===== src/rtl/shadow_pkg.sv =====
// Shared types, constants and helper functions for the byte-serial Shadow engine.
package shadow_pkg;

   localparam int BR_W    = 8;
   localparam int KEY_ROT = 13;
   localparam int KEY_MAX = 128;

   typedef enum logic [1:0] {
      IDLE = 2'd0,
      WIND = 2'd1,
      RUN  = 2'd2,
      DONE = 2'd3
   } state_t;

   function automatic logic [BR_W-1:0] rotl8(input logic [BR_W-1:0] x, input int unsigned n);
      int unsigned s;
      s = n % BR_W;
      return (x << s) | (x >> ((BR_W - s) % BR_W));
   endfunction

   function automatic logic [BR_W-1:0] f(input logic [BR_W-1:0] x);
      return (rotl8(x, 1) & rotl8(x, 7)) ^ rotl8(x, 2);
   endfunction

   function automatic logic [KEY_MAX-1:0] key_mask(input int w);
      if (w >= KEY_MAX)
         return '1;
      return (KEY_MAX'(1) << w) - KEY_MAX'(1);
   endfunction

   // Key schedule works on a KEY_MAX container; w selects the live width.
   function automatic logic [KEY_MAX-1:0] key_fwd(input logic [KEY_MAX-1:0] k, input int w,
                                                  input logic [5:0] r);
      return (((k << KEY_ROT) | (k >> (w - KEY_ROT))) & key_mask(w))
             ^ {{(KEY_MAX-6){1'b0}}, r};
   endfunction

   function automatic logic [KEY_MAX-1:0] key_inv(input logic [KEY_MAX-1:0] k, input int w,
                                                  input logic [5:0] r);
      logic [KEY_MAX-1:0] x;
      x = k ^ {{(KEY_MAX-6){1'b0}}, r - 6'd1};
      return ((x >> KEY_ROT) | (x << (w - KEY_ROT))) & key_mask(w);
   endfunction

endpackage


===== src/rtl/shadow_serial_core_branch.sv =====
// Combinational two-branch Feistel step, forward or inverse.
module shadow_branch
   import shadow_pkg::*;
(
   input  logic [BR_W-1:0] in0,
   input  logic [BR_W-1:0] in1,
   input  logic [BR_W-1:0] k,
   input  logic            inv,
   output logic [BR_W-1:0] out0,
   output logic [BR_W-1:0] out1
);

   assign out0 = inv ? in1 : (in1 ^ f(in0) ^ k);
   assign out1 = inv ? (in0 ^ f(in1) ^ k) : in0;

endmodule


===== src/rtl/shadow_serial_core.sv =====
// Byte-serial Shadow block cipher: one branch step per cycle, encrypt or decrypt.
//
// state | meaning
// IDLE  | waiting for start; done may be pulsing from the previous operation
// WIND  | decrypt only: rolls the key schedule forward to the last round key
// RUN   | one branch step per cycle; round permute and key update on last step
// DONE  | result ready; publishes dout and pulses done on the way back to IDLE
module shadow_serial_core
   import shadow_pkg::*;
#(
   parameter int BLOCK_W = 32,
   parameter int KEY_W   = 2*BLOCK_W,
   parameter int ROUNDS  = 16
) (
   input  logic               clk,
   input  logic               rst,
   input  logic               start,
   input  logic               mode,
   input  logic [BLOCK_W-1:0] din,
   input  logic [KEY_W-1:0]   key,
   output logic               busy,
   output logic               done,
   output logic [BLOCK_W-1:0] dout
);

   localparam int NBR   = BLOCK_W / 16;
   localparam int NSTEP = 2 * NBR;
   localparam int SW    = $clog2(NSTEP);
   localparam int PW    = $clog2(NBR);

   localparam logic [SW-1:0] LAST_STEP = SW'(NSTEP - 1);
   localparam logic [5:0]    LAST_RND  = 6'(ROUNDS - 1);
   localparam logic [5:0]    WIND_END  = 6'(ROUNDS - 2);

   state_t               r_fsm;
   logic                 r_mode;
   logic [SW-1:0]        r_step;
   logic [5:0]           r_rnd;
   logic [BLOCK_W-1:0]   r_state;
   logic [KEY_W-1:0]     r_key;

   logic [PW-1:0]        w_pair;
   logic [BLOCK_W-1:0]   w_rk;
   logic [BR_W-1:0]      w_u;
   logic [BR_W-1:0]      w_v;
   logic [BR_W-1:0]      w_kb;
   logic [BR_W-1:0]      w_out0;
   logic [BR_W-1:0]      w_out1;
   logic [BLOCK_W-1:0]   w_state_step;
   logic [BLOCK_W-1:0]   w_state_next;
   logic                 w_last;
   logic                 w_final;
   logic [KEY_W-1:0]     w_key_fwd;
   logic [KEY_W-1:0]     w_key_inv;

   shadow_branch u_branch (
      .in0  (w_u),
      .in1  (w_v),
      .k    (w_kb),
      .inv  (r_mode),
      .out0 (w_out0),
      .out1 (w_out1)
   );

   assign w_key_fwd = KEY_W'(key_fwd(KEY_MAX'(r_key), KEY_W, r_rnd));
   assign w_key_inv = KEY_W'(key_inv(KEY_MAX'(r_key), KEY_W, r_rnd));

   // Step j works on pair (j mod NBR) with round-key byte j; decrypt walks j downwards.
   always_comb begin
      w_pair = r_step[PW-1:0];
      w_rk   = r_key[KEY_W-1 -: BLOCK_W];
      w_kb   = w_rk[BLOCK_W-1-BR_W*int'(r_step) -: BR_W];
      w_u    = r_state[BLOCK_W-1-16*int'(w_pair) -: BR_W];
      w_v    = r_state[BLOCK_W-1-BR_W-16*int'(w_pair) -: BR_W];

      w_state_step = r_state;
      w_state_step[BLOCK_W-1-16*int'(w_pair) -: BR_W]      = w_out0;
      w_state_step[BLOCK_W-1-BR_W-16*int'(w_pair) -: BR_W] = w_out1;

      w_last  = r_mode ? (r_step == '0) : (r_step == LAST_STEP);
      w_final = r_mode ? (r_rnd == 6'd0) : (r_rnd == LAST_RND);

      w_state_next = w_state_step;
      if (w_last && !w_final) begin
         if (r_mode)
            w_state_next = {w_state_step[BR_W-1:0], w_state_step[BLOCK_W-1:BR_W]};
         else
            w_state_next = {w_state_step[BLOCK_W-BR_W-1:0], w_state_step[BLOCK_W-1 -: BR_W]};
      end
   end

   always_ff @(posedge clk or posedge rst) begin
      if (rst) begin
         r_fsm   <= IDLE;
         r_mode  <= 1'b0;
         r_step  <= '0;
         r_rnd   <= '0;
         r_state <= '0;
         r_key   <= '0;
         busy    <= 1'b0;
         done    <= 1'b0;
         dout    <= '0;
      end else begin
         done <= 1'b0;
         case (r_fsm)
            IDLE: begin
               if (start) begin
                  r_mode  <= mode;
                  r_state <= din;
                  r_key   <= key;
                  r_rnd   <= '0;
                  busy    <= 1'b1;
                  if (mode) begin
                     r_step <= LAST_STEP;
                     r_fsm  <= WIND;
                  end else begin
                     r_step <= '0;
                     r_fsm  <= RUN;
                  end
               end
            end
            WIND: begin
               r_key <= w_key_fwd;
               if (r_rnd == WIND_END) begin
                  r_rnd <= LAST_RND;
                  r_fsm <= RUN;
               end else begin
                  r_rnd <= r_rnd + 6'd1;
               end
            end
            RUN: begin
               r_state <= w_state_next;
               r_step  <= r_mode ? (r_step - 1'b1) : (r_step + 1'b1);
               if (w_last) begin
                  r_key <= r_mode ? w_key_inv : w_key_fwd;
                  if (w_final) begin
                     busy  <= 1'b0;
                     r_fsm <= DONE;
                  end else begin
                     r_rnd <= r_mode ? (r_rnd - 6'd1) : (r_rnd + 6'd1);
                  end
               end
            end
            DONE: begin
               done  <= 1'b1;
               dout  <= r_state;
               r_fsm <= IDLE;
            end
            default: r_fsm <= IDLE;
         endcase
      end
   end

endmodule


===== config.mk =====
export PLATFORM = sky130hd
export DESIGN_NAME = shadow_serial_core
export DESIGN_NICKNAME = d
export VERILOG_FILES = /design/src/rtl/shadow_pkg.sv /design/src/rtl/shadow_serial_core_branch.sv /design/src/rtl/shadow_serial_core.sv
export SDC_FILE = /design/constraint.sdc
export NUM_CORES = 1
export LEC_CHECK = 0
export CORE_MARGIN = 5
export CORE_UTILIZATION = 40
export DETAILED_ROUTE_END_ITERATION = 10
export GPL_TIMING_DRIVEN = 0
export PLACE_DENSITY = 0.6
export SLEW_MARGIN = 20
export SYNTH_ARGS = -nofsm -noshare
export SYNTH_HDL_FRONTEND = slang
export SYNTH_HIERARCHICAL = 1
export SYNTH_SLANG_ARGS = --single-unit

===== constraint.sdc =====
create_clock -name clk -period 13.1 [get_ports clk]
set_input_delay 2.62 -clock clk [delete_from_list [all_inputs] [get_ports clk]]
set_output_delay 2.62 -clock clk [all_outputs]
set_load 0.1 [all_outputs]

==> summary.md <==
The first global-routing pass estimated 54620 um of wire. Counting every net in the synthesized netlist gives 1146. After detailed routing, the total wire length is 34990 um.

The worst slew slack as a fraction of its limit came out at 33.93%. The largest single stage delay on the critical path is 1.15 ns. The total count of hold-check failures in the final report is 0.

The final cycle utilization of the critical path is 35.15%, and the number of enable flip-flop cells after synthesis is 0. Leaving out fill and tap cells, the most frequent cell in the layout is sky130_fd_sc_hd__dfrtp_1. The max-capacitance violation count was 0. The first detailed-routing pass took 6 iterations.

Cells fill 50.13% of the core in the end. By area the synthesized netlist is led by sky130_fd_sc_hd__dfrtp_1, sky130_fd_sc_hd__mux2i_1, sky130_fd_sc_hd__mux2_2. Final net count: 1299. Grouping stages by cell kind, the critical path spends the most delay in buffers and inverters. For the worst setup path, the data required time is 10.48 ns. At the worst endpoint, the arrival time is 1.99 ns. For the cell row count, the log shows 57. The number of hold buffers added after CTS was 0. In the final timing run, aggregate negative setup slack is 0 ns. The later pin in the worst-skew pair is clocked with a latency of 0.44 ns.

The detail route stage leaves a number of antenna-violating nets equal to 0. The number of different library cells used by synthesis comes to 55. Along the worst path, the maximum fanout reaches 3. The flow ran to the end, and the final reports show no timing, DRC or antenna violations.

The run gives 9741 um^2 as the netlist area before placement. Flip-flop and latch count after synthesis: 141. In this run the standard cell core region covers 24180 um^2. For the pin with the worst max-slew slack, the measured transition is 0.9880 ns.

In this run the post-CTS setup repair buffer count came out at 0. Counting every instance in the synthesized netlist gives 1039. The DRC violation count after routing came out at 0. The worst min-delay path category was reg2reg. Port buffering added 133 buffers. The buffer and inverter count on the worst path came out at 1. In this run, CTS created clock tree buffers numbering 17.

The longest clock path from root to sink contains 2 buffers. The tools report the via count of the first global-routing pass as 8892. Setup repair after global routing left no endpoint under its margin. For this run, the leading register cell type out of synthesis is sky130_fd_sc_hd__dfrtp_1. The slowest stage of the critical path belongs to the cell sky130_fd_sc_hd__clkdlybuf4s50_1.

Sequential element share of the synthesized area: 36.22%. The area share of the largest cell type after synthesis is 36.22%. Type of element launching the critical path: a register. The post-route non-filler standard cell count came out at 1529. In this run the clock root is driven by a sky130_fd_sc_hd__clkbuf_16. The type of the setup path with the least slack was reg2out.

In the layout the commonest cells are sky130_fd_sc_hd__dfrtp_1, sky130_fd_sc_hd__clkdlybuf4s50_1, sky130_fd_sc_hd__nand2_1. Relative to the synthesized area, the layout overhead comes to 24.43%. The routability congestion estimate from global placement came out at 0.9576. The die is 166.1 um tall. The logs give 1497 for the cell count after placement and 0.5034 ns for the final-layout worst hold slack. Traced cell by cell, the critical path runs through clkdlybuf4s50_1. The synthesized area per cell is 9.375 um^2. Upper clock frequency limit: 217.2 MHz. The fraction of synthesis flops using an asynchronous set or reset pin is 100.0%.

Entering global routing, the biggest net connects 83 pins. Clock skew on the completed layout was measured at 0.01530 ns. Setup violations remaining at the end of the flow were counted as 0.

Dividing the detail-routed via count by the number of cells gives 5.894. The largest total area in the synthesized netlist belongs to sky130_fd_sc_hd__dfrtp_1. During synthesis, Yosys emitted a total of 6 warnings. The number of antenna cells inserted is 0. TritonCTS built the clock tree.

The run gives 0 as the number of gates resized after cts. The total number of H-tree levels came out at 4. The floorplan step set the die width to 166.1 um.

For this block, the via count after detailed routing is 9012. Dividing the detail-routed wire length by the instance count gives 22.88 um. The tools report the element type at the critical path end as an output port. After clock tree synthesis, the clock-pin slew on the worst setup and hold paths is 0.07 ns. For this design the top-level I/O count stands at 134. The starting density of the core came out at 40.29%. The floorplan step defined a die boundary enclosing 27570 um^2. The final-report max-slew violation count came out at 0. The tools report the CTS sink count as 141. Of the cells placed in the final design, the portion with a size suffix greater than 1 is 11.12%. The worst path needs 4.605 ns of the cycle, external delays included. Initial antenna violation count: 1.

Summed over all nets, the half-perimeter wirelength after detailed placement is 27000 um. For this run the aggregate overflow at the end of global routing stands at 0. Global routing consumed, over all layers together, 25.07% of the routing resources.

For the DRC marker count from the first detailed-route iteration, the log shows 908.
## cell type report
cell class | count | area, um^2
Clock buffer | 19 | 452.9
Sequential cell | 141 | 3528
Buffer | 100 | 424.2
Multi-Input combinational cell | 763 | 5657
Fill cell | 2309 | 12060
Timing Repair Buffer | 134 | 1359
Inverter | 35 | 138.9
Tap cell | 324 | 405.4
Clock inverter | 13 | 155.1
## cells in the mapped netlist (7+ instances only)
master	count
sky130_fd_sc_hd__a21boi_0	8
sky130_fd_sc_hd__a21o_1	14
sky130_fd_sc_hd__a21oi_1	47
sky130_fd_sc_hd__a221oi_1	64
sky130_fd_sc_hd__and3_1	9
sky130_fd_sc_hd__and3b_1	9
sky130_fd_sc_hd__buf_2	15
sky130_fd_sc_hd__clkbuf_1	75
sky130_fd_sc_hd__dfrtp_1	141
sky130_fd_sc_hd__ha_1	7
sky130_fd_sc_hd__inv_1	34
sky130_fd_sc_hd__mux2_2	53
sky130_fd_sc_hd__mux2i_1	66
sky130_fd_sc_hd__mux4_2	17
sky130_fd_sc_hd__nand2_1	89
sky130_fd_sc_hd__nand2b_1	19
sky130_fd_sc_hd__nor2_1	72
sky130_fd_sc_hd__nor3b_1	19
sky130_fd_sc_hd__o211ai_1	18
sky130_fd_sc_hd__o21ai_0	80
sky130_fd_sc_hd__o21ai_1	16
sky130_fd_sc_hd__o31ai_1	64
sky130_fd_sc_hd__xnor2_1	40
sky130_fd_sc_hd__xor2_1	9
## metrics by stage
step / cell area, um^2 / worst slack [ns]
after floorplan: 9741 / 6.699
after global placement: 11480 / 4.445
after detailed placement: 11510 / 8.344
after CTS: 12120 / 8.468
after global routing: 12120 / 8.382
final: 12120 / 8.495
## flip-flops by register name (all words and copies together) (netlist names)
| register | flops |
|---|---|
| dout | 32 |
| busy | 1 |
| r_rnd | 6 |
| r_key | 64 |
| done | 1 |
| r_state | 32 |
| r_mode | 1 |
| r_step | 2 |
| r_fsm | 2 |
## final timing paths
kind	from	end	slack, ns	depth (start not counted)
max	busy	busy	8.49	1
min reg2reg	dout[13]	dout[13]	0.50	1
max reg2reg	r_step[0]	r_state[11]	8.59	12
max in group asynchronous	rst	r_key[47]	9.73	3
min in group asynchronous	rst	r_rnd[5]	2.60	2
min	dout[13]	dout[13]	0.50	1
## per-layer routing
metal	vias up	GRT usage (%)	part of all wire, %
met5	-	0	0.023
li1	4151	-	-
met2	431	38.42	45
met4	2	7.532	2.5
met3	51	4.737	7.8
met1	4377	36.20	45
## logic make-up (layout without fill, tap and decap cells)
group | after synthesis | in the layout | synth area share, %
flops | 141 | 141 | 36.22
buf+inv | 135 | 301 | 5.703
xor+xnor | 49 | 49 | 4.406
simple gates | 238 | 238 | 11.83
compound gates | 328 | 328 | 22.75
fa+ha+maj | 7 | 7 | 0.8991
mux | 141 | 141 | 18.19
Power is left out: the tool's default activity adds up to more than one toggle a clock period on the data nets, which glitch-free logic cannot reach.
